**src/rtl/ring_monitor_if.sv**
```systemverilog
// Bus bundle between a ring-counter driver (master) and ring_monitor (slave).
interface ring_monitor_if #(
  parameter int WIDTH = 8,
  parameter int LAP_W = 8
);
  localparam int PW = (WIDTH > 1) ? $clog2(WIDTH) : 1;

  logic             en;
  logic [WIDTH-1:0] ring_in;
  logic             dir;
  logic             clr_err;
  logic [PW-1:0]    pos;
  logic             pos_valid;
  logic             locked;
  logic [LAP_W-1:0] lap_count;
  logic             lap_pulse;
  logic             err_illegal;
  logic             err_skip;
  logic             err_stall;

  modport master (
    output en, ring_in, dir, clr_err,
    input  pos, pos_valid, locked, lap_count, lap_pulse,
    input  err_illegal, err_skip, err_stall
  );

  modport slave (
    input  en, ring_in, dir, clr_err,
    output pos, pos_valid, locked, lap_count, lap_pulse,
    output err_illegal, err_skip, err_stall
  );
endinterface

```
**src/rtl/ring_monitor.sv**
```systemverilog
// Checks a one-hot ring counter: locks onto the hot bit, follows the rotation,
// counts laps, and keeps sticky flags for illegal, skipped and stalled samples.
module ring_monitor #(
  parameter int WIDTH       = 8,
  parameter int STALL_LIMIT = 16,
  parameter int LAP_W       = 8
) (
  input  logic          clk,
  input  logic          rst,
  ring_monitor_if.slave bus
);
  localparam int PW = (WIDTH > 1) ? $clog2(WIDTH) : 1;
  localparam int SW = $clog2(STALL_LIMIT + 1);
  localparam logic [PW-1:0] POS_MAX   = PW'(WIDTH - 1);
  localparam logic [SW-1:0] STALL_MAX = SW'(STALL_LIMIT);
  localparam logic [SW-1:0] STALL_PRE = SW'(STALL_LIMIT - 1);

  typedef enum logic {ACQUIRE, TRACK} state_t;

  state_t           state_reg;
  logic [PW-1:0]    pos_reg;
  logic             pos_valid_reg;
  logic [LAP_W-1:0] lap_count_reg;
  logic             lap_pulse_reg;
  logic             err_illegal_reg;
  logic             err_skip_reg;
  logic             err_stall_reg;
  logic [SW-1:0]    stall_cnt_reg;

  logic             one_hot;
  logic [PW-1:0]    hot_idx;
  logic [PW-1:0]    pos_next;
  logic             lap_wrap;

  // Decode the sample: one-hot test and index of the hot bit.
  always_comb begin
    one_hot = $onehot(bus.ring_in);
    hot_idx = '0;
    for (int i = 0; i < WIDTH; i++) begin
      if (bus.ring_in[i]) hot_idx = PW'(i);
    end
  end

  // Expected next position for the requested direction, and whether that step closes a lap.
  always_comb begin
    if (bus.dir) begin
      pos_next = (pos_reg == '0) ? POS_MAX : pos_reg - 1'b1;
      lap_wrap = (pos_reg == '0);
    end else begin
      pos_next = (pos_reg == POS_MAX) ? '0 : pos_reg + 1'b1;
      lap_wrap = (pos_reg == POS_MAX);
    end
  end

  // Tracking FSM with registered outputs; an error event wins over a same-edge clear.
  always_ff @(posedge clk) begin
    if (rst) begin
      state_reg       <= ACQUIRE;
      pos_reg         <= '0;
      pos_valid_reg   <= 1'b0;
      lap_count_reg   <= '0;
      lap_pulse_reg   <= 1'b0;
      err_illegal_reg <= 1'b0;
      err_skip_reg    <= 1'b0;
      err_stall_reg   <= 1'b0;
      stall_cnt_reg   <= '0;
    end else begin
      lap_pulse_reg <= 1'b0;
      if (bus.clr_err) begin
        err_illegal_reg <= 1'b0;
        err_skip_reg    <= 1'b0;
        err_stall_reg   <= 1'b0;
      end
      if (bus.en) begin
        unique case (state_reg)
          ACQUIRE: begin
            if (one_hot) begin
              pos_reg       <= hot_idx;
              pos_valid_reg <= 1'b1;
              stall_cnt_reg <= '0;
              state_reg     <= TRACK;
            end else begin
              err_illegal_reg <= 1'b1;
              pos_valid_reg   <= 1'b0;
            end
          end
          TRACK: begin
            if (!one_hot) begin
              err_illegal_reg <= 1'b1;
              pos_valid_reg   <= 1'b0;
              state_reg       <= ACQUIRE;
            end else if (hot_idx == pos_reg) begin
              // Repeat of the current position: count toward a stall, flag once on arrival.
              if (stall_cnt_reg != STALL_MAX) stall_cnt_reg <= stall_cnt_reg + 1'b1;
              if (stall_cnt_reg == STALL_PRE) err_stall_reg <= 1'b1;
            end else if (hot_idx == pos_next) begin
              pos_reg       <= pos_next;
              stall_cnt_reg <= '0;
              if (lap_wrap) begin
                lap_count_reg <= lap_count_reg + 1'b1;
                lap_pulse_reg <= 1'b1;
              end
            end else begin
              // Out-of-order step: drop lock; this sample is not trusted for re-lock.
              err_skip_reg  <= 1'b1;
              pos_valid_reg <= 1'b0;
              state_reg     <= ACQUIRE;
            end
          end
          default: state_reg <= ACQUIRE;
        endcase
      end
    end
  end

  assign bus.pos         = pos_reg;
  assign bus.pos_valid   = pos_valid_reg;
  assign bus.locked      = (state_reg == TRACK);
  assign bus.lap_count   = lap_count_reg;
  assign bus.lap_pulse   = lap_pulse_reg;
  assign bus.err_illegal = err_illegal_reg;
  assign bus.err_skip    = err_skip_reg;
  assign bus.err_stall   = err_stall_reg;
endmodule

```
**src/flat_wrapper.sv**
```systemverilog
// flat-port wrapper written by rule: the top's interface ports become plain ports
module ring_monitor_flat 
#(
  parameter int WIDTH       = 8,
  parameter int STALL_LIMIT = 16,
  parameter int LAP_W       = 8
)
  (clk, rst, bus_en, bus_ring_in, bus_dir, bus_clr_err, bus_pos, bus_pos_valid, bus_locked, bus_lap_count, bus_lap_pulse, bus_err_illegal, bus_err_skip, bus_err_stall);
  ring_monitor_if #(.WIDTH(WIDTH), .LAP_W(LAP_W)) bus_i ();
  input  logic clk;
  input  logic rst;
  input wire logic [$bits(bus_i.en)-1:0] bus_en;
  input wire logic [$bits(bus_i.ring_in)-1:0] bus_ring_in;
  input wire logic [$bits(bus_i.dir)-1:0] bus_dir;
  input wire logic [$bits(bus_i.clr_err)-1:0] bus_clr_err;
  output wire logic [$bits(bus_i.pos)-1:0] bus_pos;
  output wire logic [$bits(bus_i.pos_valid)-1:0] bus_pos_valid;
  output wire logic [$bits(bus_i.locked)-1:0] bus_locked;
  output wire logic [$bits(bus_i.lap_count)-1:0] bus_lap_count;
  output wire logic [$bits(bus_i.lap_pulse)-1:0] bus_lap_pulse;
  output wire logic [$bits(bus_i.err_illegal)-1:0] bus_err_illegal;
  output wire logic [$bits(bus_i.err_skip)-1:0] bus_err_skip;
  output wire logic [$bits(bus_i.err_stall)-1:0] bus_err_stall;
  assign bus_i.en = bus_en;
  assign bus_i.ring_in = bus_ring_in;
  assign bus_i.dir = bus_dir;
  assign bus_i.clr_err = bus_clr_err;
  assign bus_pos = bus_i.pos;
  assign bus_pos_valid = bus_i.pos_valid;
  assign bus_locked = bus_i.locked;
  assign bus_lap_count = bus_i.lap_count;
  assign bus_lap_pulse = bus_i.lap_pulse;
  assign bus_err_illegal = bus_i.err_illegal;
  assign bus_err_skip = bus_i.err_skip;
  assign bus_err_stall = bus_i.err_stall;
  ring_monitor #(.WIDTH(WIDTH), .STALL_LIMIT(STALL_LIMIT), .LAP_W(LAP_W)) u_core (.clk(clk), .rst(rst), .bus(bus_i));
endmodule
```
**config.mk**
```make
export PLATFORM = sky130hd
export DESIGN_NAME = ring_monitor_flat
export DESIGN_NICKNAME = d
export VERILOG_FILES = /design/src/rtl/ring_monitor_if.sv /design/src/rtl/ring_monitor.sv /design/src/flat_wrapper.sv
export SDC_FILE = /design/constraint.sdc
export NUM_CORES = 1
export LEC_CHECK = 0
export ABC_AREA = 1
export BUFFER_PORTS_ARGS = -buffer_cell sky130_fd_sc_hd__buf_2
export CAP_MARGIN = 5
export CORE_MARGIN = 1
export CORE_UTILIZATION = 50
export CTS_CLUSTER_SIZE = 10
export DETAILED_ROUTE_END_ITERATION = 8
export PLACE_DENSITY = 0.75
export RECOVER_POWER = 25
export REMOVE_ABC_BUFFERS = 1
export SYNTH_ARGS = -nofsm -noshare
export SYNTH_HDL_FRONTEND = slang
export SYNTH_SLANG_ARGS = --single-unit
```
**constraint.sdc**
```tcl
create_clock -name clk -period 3.73 [get_ports clk]
set_input_delay 0.746 -clock clk [delete_from_list [all_inputs] [get_ports clk]]
set_output_delay 0.746 -clock clk [all_outputs]
set_load 0.01 [all_outputs]
```
### Yosys cells after proc, flatten, opt, wreduce, memory -nomap -nowiden

Index checks and enable logic that the tools add are counted.

* output and inout port bits: 17
* input port bits: 13
* word-level logic and storage cells: 92
* bits in registers: 22

* equal/unequal tests: 14
* multiplexer cells: 47
* add/subtract/negate cells: 11
* reduce and logical (&&, ||, !) cells: 6
* bitwise logic cells: 5

Operator list (number)
* $mux 3: 13
* $mux 1: 25
* $mux 5: 5
* $add 4x4->4: 3
* $ne 3x3->1 const B: 4
* $pmux 5 s2: 1
* $reduce_and 5->1: 2
* $add 1x1->2: 4
* $add 8x1->8 const B: 1
* $eq 3x3->1: 2
* $ne 2x2->1 const B: 3
* $pmux 3 s2: 1
* $reduce_and 6->1: 1
* $reduce_or 6->1: 1
* $add 5x1->5 const B: 1
* $eq 5x4->1 const B: 1
* $ne 5x5->1 const B: 1
* $not 1->1: 5
* $eq 4x1->1 const B: 1
* $pmux 1 s2: 2
* $add 3x1->3 const B: 1
* $eq 3x3->1 const B: 1
* $logic_not 3->1: 1
* $reduce_and 3->1: 1
* other kinds (2): 2

### Logic depth before layout (Yosys ltp)

* depth after elaboration: 13
* gate-level depth with buffers: 17
* gate-level depth less buffers: 17

### Worst setup path after synthesis

Ideal clock, no wire load.

* kind: input to register
* start point: input port bus_ring_in[0]
* end point: register u_core.lap_count_reg[0] (netlist: u_core.bus.lap_count[0])
* arrival time: 3624 ps
* buffers on the path: 0
* slack: -21 ps
* data required time: 3602 ps
* cell stages on the path: 13
* setup time: 128 ps
* cells stage by stage: ha_1 -> fa_1 -> inv_1 -> fa_1 -> inv_1 -> ha_1 -> fa_1 -> nor2_1 -> nand3_1 -> a211oi_4 -> nand3_4 -> xor2_1 -> nor2_1

* longest elaborated chain between the ends: 5

Ends and longest elaborated chain
* from (decl): line flat_wrapper.sv:13 `input wire logic [$bits(bus_i.ring_in)-1:0] bus_ring_in;`
* $add 1x1->2 (not written as such): line ring_monitor.sv:37 `one_hot = $onehot(bus.ring_in);`
* $add 4x4->4 (not written as such) (2 in a row): line ring_monitor.sv:37
* $eq 4x1->1: line ring_monitor.sv:37
* $reduce_and 6->1 (no source line)
* to (signal assigned): line ring_monitor.sv:100 `lap_count_reg <= lap_count_reg + 1'b1;`
* to (decl): line ring_monitor.sv:23 `logic [LAP_W-1:0] lap_count_reg;`

Every way passes these cells.
A chain may end at the register's enable or synchronous reset.

### Worst setup path in the final report

* start point: input port bus_ring_in[0]
* end point: register u_core.lap_count_reg[3] (netlist: u_core.bus.lap_count[3])

The elaborated chain is that of the path after synthesis.

==> metrics.txt <==
# TYPE chip_impl_metric gauge
chip_impl_metric{name="hold_viol_final",unit=""} 0
chip_impl_metric{name="worst_setup_hold_path_clk_slew",unit="ps"} 130
chip_impl_metric{name="layout-drive-gt1-share",unit="%"} 18.2
chip_impl_info{name="ys.flop_type",value="sky130_fd_sc_hd__dfxtp_1"} 1
chip_impl_metric{name="clkSinkCount",unit=""} 22
chip_impl_metric{name="syn_inst",unit=""} 248
chip_impl_metric{name="finalCriticalPeriod",unit="ps"} 3590
chip_impl_metric{name="fillCellCount",unit=""} 345
chip_impl_metric{name="cts-buffers-inserted",unit=""} 3
chip_impl_info{name="grt_setup_unrepaired",value="no"} 1
chip_impl_info{name="netlist_top_cells_area",value="sky130_fd_sc_hd__dfxtp_1 25%, sky130_fd_sc_hd__nand2_1 13%, sky130_fd_sc_hd__ha_1 11%"} 1
chip_impl_metric{name="critPathArrivalTime",unit="ps"} 3850
chip_impl_info{name="worstSetupEndpointType",value="flip-flop"} 1
chip_impl_info{name="clk_root_buffer_cell",value="sky130_fd_sc_hd__clkbuf_4"} 1
chip_impl_info{name="worst-setup-path-type",value="in -> reg"} 1
chip_impl_metric{name="final_nets",unit=""} 314
chip_impl_info{name="hold-path-endpoint",value="u_core.bus.err_stall"} 1
chip_impl_metric{name="io_pins",unit=""} 30
chip_impl_metric{name="synthToLayoutAreaGrowth",unit="%"} 13.8
chip_impl_info{name="start_kind",value="input pin"} 1
chip_impl_metric{name="antenna_found_initial",unit=""} 0
chip_impl_metric{name="largest_register_ff_count",unit=""} 8
chip_impl_metric{name="global_route_wire_length_before_repair",unit="mm"} 5.63
chip_impl_info{name="hold_path_origin",value="u_core.bus.err_stall"} 1
chip_impl_metric{name="tns",unit="ps"} 0
chip_impl_metric{name="grt_max_degree",unit=""} 14
chip_impl_metric{name="crit_path_max_fanout",unit=""} 6
chip_impl_metric{name="gp_congestion",unit=""} 0.804
chip_impl_metric{name="antenna_cells_inserted",unit=""} 0
chip_impl_metric{name="mappedNetlistArea",unit="mm²"} 0.00176
chip_impl_metric{name="h_tree_level_count",unit=""} 1
chip_impl_metric{name="hold_buffers",unit=""} 0
chip_impl_metric{name="route.final.wire_length",unit="mm"} 3.36
chip_impl_metric{name="global_route.usage.total",unit="%"} 19.7
chip_impl_metric{name="postRouteAntennaNets",unit=""} 0
chip_impl_metric{name="vdd_drop_max",unit="µV"} 201
chip_impl_metric{name="routed_wire_length_per_instance",unit="µm"} 10.3
chip_impl_metric{name="detail_route.wirelength.met1",unit="mm"} 1.65
chip_impl_info{name="maxUsedRoutingLayer",value="met4"} 1
chip_impl_metric{name="hold_depth",unit=""} 2
chip_impl_metric{name="clkLatencyLatePin",unit="ps"} 310
chip_impl_info{name="cts_tree",value="yes"} 1
chip_impl_metric{name="routed-wl-met2",unit="mm"} 1.56
chip_impl_metric{name="count_of_input_and_output_buffers",unit=""} 29
chip_impl_info{name="worst_hold_path_type",value="reg -> reg"} 1
chip_impl_metric{name="die_x",unit="µm"} 61.3
chip_impl_metric{name="max_cap_viol",unit=""} 0
chip_impl_metric{name="synth-seq-cells",unit=""} 22
chip_impl_info{name="most_frequent_cell_after_synthesis",value="sky130_fd_sc_hd__nand2_1"} 1
chip_impl_metric{name="viasPerCell",unit=""} 4.91
chip_impl_metric{name="cts_resized",unit=""} 0
chip_impl_metric{name="placeableCoreArea",unit="mm²"} 0.00334
chip_impl_metric{name="skew",unit="ps"} 1.63
chip_impl_metric{name="dieArea",unit="mm²"} 0.00375
chip_impl_metric{name="rrSetupSlack",unit="ps"} 1630
chip_impl_metric{name="met3_wire_length",unit="µm"} 128
chip_impl_metric{name="synthDominantCellAreaShare",unit="%"} 25.1
chip_impl_metric{name="ys_async_sr_fraction",unit="%"} 0
chip_impl_info{name="crit-reg2reg-capture",value="u_core.stall_cnt_reg[4]"} 1
chip_impl_metric{name="actual_transition_at_the_worst_max_transition_pin",unit="ps"} 389
chip_impl_metric{name="slew_violations",unit=""} 0
chip_impl_metric{name="pwr_density_cell",unit="mW/mm²"} 361
chip_impl_metric{name="report.power.total",unit="W"} 0.000722
chip_impl_metric{name="worst_ep_required_time",unit="ps"} 3980
chip_impl_metric{name="yosysUniqueCellTypes",unit=""} 30
chip_impl_metric{name="period_share",unit="%"} 96.4
chip_impl_info{name="synth.largest_area_cell",value="sky130_fd_sc_hd__dfxtp_1"} 1
chip_impl_info{name="synth_top_cells_by_count",value="60 x sky130_fd_sc_hd__nand2_1, 33 x sky130_fd_sc_hd__inv_1, 28 x sky130_fd_sc_hd__nor2_1"} 1
chip_impl_metric{name="reg2regPathDepth",unit=""} 13
chip_impl_metric{name="hpwl",unit="mm"} 2.64
chip_impl_metric{name="synth-edff-count",unit=""} 0
chip_impl_metric{name="starting_density_of_the_core",unit="%"} 52.6
chip_impl_metric{name="synth-warning-count",unit=""} 0
chip_impl_info{name="status",value="finished clean"} 1
chip_impl_metric{name="detailroute.via_count",unit=""} 1600
chip_impl_metric{name="detail_route.first_pass.iterations",unit=""} 4
chip_impl_metric{name="number_of_global_route_vias_before_repair",unit=""} 1363
chip_impl_metric{name="drt_iter0_drc",unit=""} 120
chip_impl_metric{name="cts_setup_buffers",unit=""} 0
chip_impl_metric{name="post-route-drc-count",unit=""} 0
chip_impl_metric{name="syn_area_per_cell",unit="µm²"} 7.08
chip_impl_metric{name="leakage",unit="nW"} 1.01
chip_impl_info{name="r2r_start",value="u_core.bus.pos[0]"} 1
chip_impl_metric{name="ys_seq_area_share",unit="%"} 25.1
chip_impl_metric{name="clock_tree.buffer_depth",unit=""} 2
chip_impl_metric{name="overflow",unit=""} 0
chip_impl_metric{name="setup_viol_count_final",unit=""} 0
chip_impl_metric{name="timing.max_slew.rel_slack",unit="%"} 74.0
chip_impl_metric{name="die_height",unit="µm"} 61.3
chip_impl_metric{name="rows",unit=""} 21
chip_impl_metric{name="timing.fmax",unit="MHz"} 278
-- worst max path at each step --
| stage | start | end | slack (ps) | depth (start not counted) |
|---|---|---|---|---|
| finish | bus_ring_in[0] | u_core.bus.lap_count[3] | 140 | 14 |
| global route | bus_ring_in[0] | u_core.bus.lap_count[2] | 7 | 14 |
| CTS | bus_ring_in[0] | u_core.bus.lap_count[4] | 150 | 14 |
| detailed placement | bus_ring_in[0] | u_core.bus.lap_count[0] | -200 | 14 |
| global placement | bus_ring_in[0] | u_core.bus.lap_count[3] | -130 | 14 |
| floorplan | bus_ring_in[0] | u_core.bus.lap_count[0] | -8 | 13 |
-- report_power, final --
group,internal (W),switching (W),leakage (nW)
Sequential,0.000255,0.0000231,0.178
Clock,0.000109,0.0000759,0.0279
Combinational,0.0000936,0.000166,0.803
Total,0.000457,0.000265,1.01
-- cells by family (layout without fill, tap and decap cells) --
logic type               after synthesis  in the layout  synth area share [%]
XOR/XNOR                               8              8                  3.99
adder cells (fa/ha/maj)               20             20                  16.0
AO/OA/AOI/OAI                         21             21                  7.13
flip-flops                            22             22                  25.1
buffers and inverters                 41             73                  9.55
AND/OR/NAND/NOR                      136            136                  38.3
-- final cells by class --
class,count,area (µm²),share of cell area [%]
repair buffers,32,156,7.83
flip-flops and latches,22,440,22.0
well taps,46,57.6,2.88
clock inverters,1,30.0,1.50
multi-input cells,185,1150,57.4
clock buffers,3,22.5,1.13
inverters,37,144,7.20
-- per-layer routing --
layer	global-route usage, %	vias up
li1	-	850
met1	26.2	711
met2	33.7	37
met3	3.78	2
met4	3.57	0
met5	0	-
-- metrics by stage --
| step | util (%) | setup WS (ps) | hold WS, ps | cells | cell area (µm²) |
|---|---|---|---|---|---|
| 2_1_floorplan | - | -7.91 | 481 | 244 | 1730 |
| 3_3_place_gp | 58.6 | -131 | 453 | 322 | 1960 |
| 3_5_place_dp | 58.6 | -202 | 456 | 322 | 1960 |
| 4_1_cts | 60.2 | 150 | 474 | 326 | 2010 |
| 5_1_grt | 59.9 | 6.86 | 504 | 326 | 2000 |
| 6_report | 59.9 | 136 | 472 | 326 | 2000 |
-- cells in the final DEF (no fill, tap or decap) --
master and instances:
sky130_fd_sc_hd__o211ai_1 1, sky130_fd_sc_hd__clkinv_1 2, sky130_fd_sc_hd__nand2_1 60, sky130_fd_sc_hd__nor2_4 2
sky130_fd_sc_hd__ha_1 16, sky130_fd_sc_hd__nor3_1 1, sky130_fd_sc_hd__or2_1 1, sky130_fd_sc_hd__clkinv_4 1
sky130_fd_sc_hd__nand3_2 2, sky130_fd_sc_hd__bufinv_16 1, sky130_fd_sc_hd__inv_1 33, sky130_fd_sc_hd__xor2_1 5
sky130_fd_sc_hd__o31ai_1 1, sky130_fd_sc_hd__clkbuf_4 3, sky130_fd_sc_hd__nand2_2 6, sky130_fd_sc_hd__xnor2_1 3
sky130_fd_sc_hd__a211oi_4 1, sky130_fd_sc_hd__nor2_2 5, sky130_fd_sc_hd__nand3_1 14, sky130_fd_sc_hd__nand3_4 2
sky130_fd_sc_hd__clkbuf_1 9, sky130_fd_sc_hd__nor2_1 28, sky130_fd_sc_hd__fa_1 4, sky130_fd_sc_hd__inv_2 1
sky130_fd_sc_hd__nand2_4 4, sky130_fd_sc_hd__a21oi_1 13, sky130_fd_sc_hd__o21ai_0 3, sky130_fd_sc_hd__buf_2 20
sky130_fd_sc_hd__nand4_1 11, sky130_fd_sc_hd__o21ai_1 2, sky130_fd_sc_hd__dfxtp_1 22, sky130_fd_sc_hd__buf_4 3
-- critical path: stages --
cell and delay [ps]:
sky130_fd_sc_hd__buf_2 100, sky130_fd_sc_hd__ha_1 200, sky130_fd_sc_hd__fa_1 530, sky130_fd_sc_hd__inv_1 50
sky130_fd_sc_hd__fa_1 520, sky130_fd_sc_hd__inv_1 50, sky130_fd_sc_hd__ha_1 200, sky130_fd_sc_hd__fa_1 440
sky130_fd_sc_hd__nor2_1 130, sky130_fd_sc_hd__nand3_1 190, sky130_fd_sc_hd__a211oi_4 250, sky130_fd_sc_hd__buf_4 190
sky130_fd_sc_hd__nand4_1 90, sky130_fd_sc_hd__a21oi_1 150
Power figures use the tool's default switching activity.
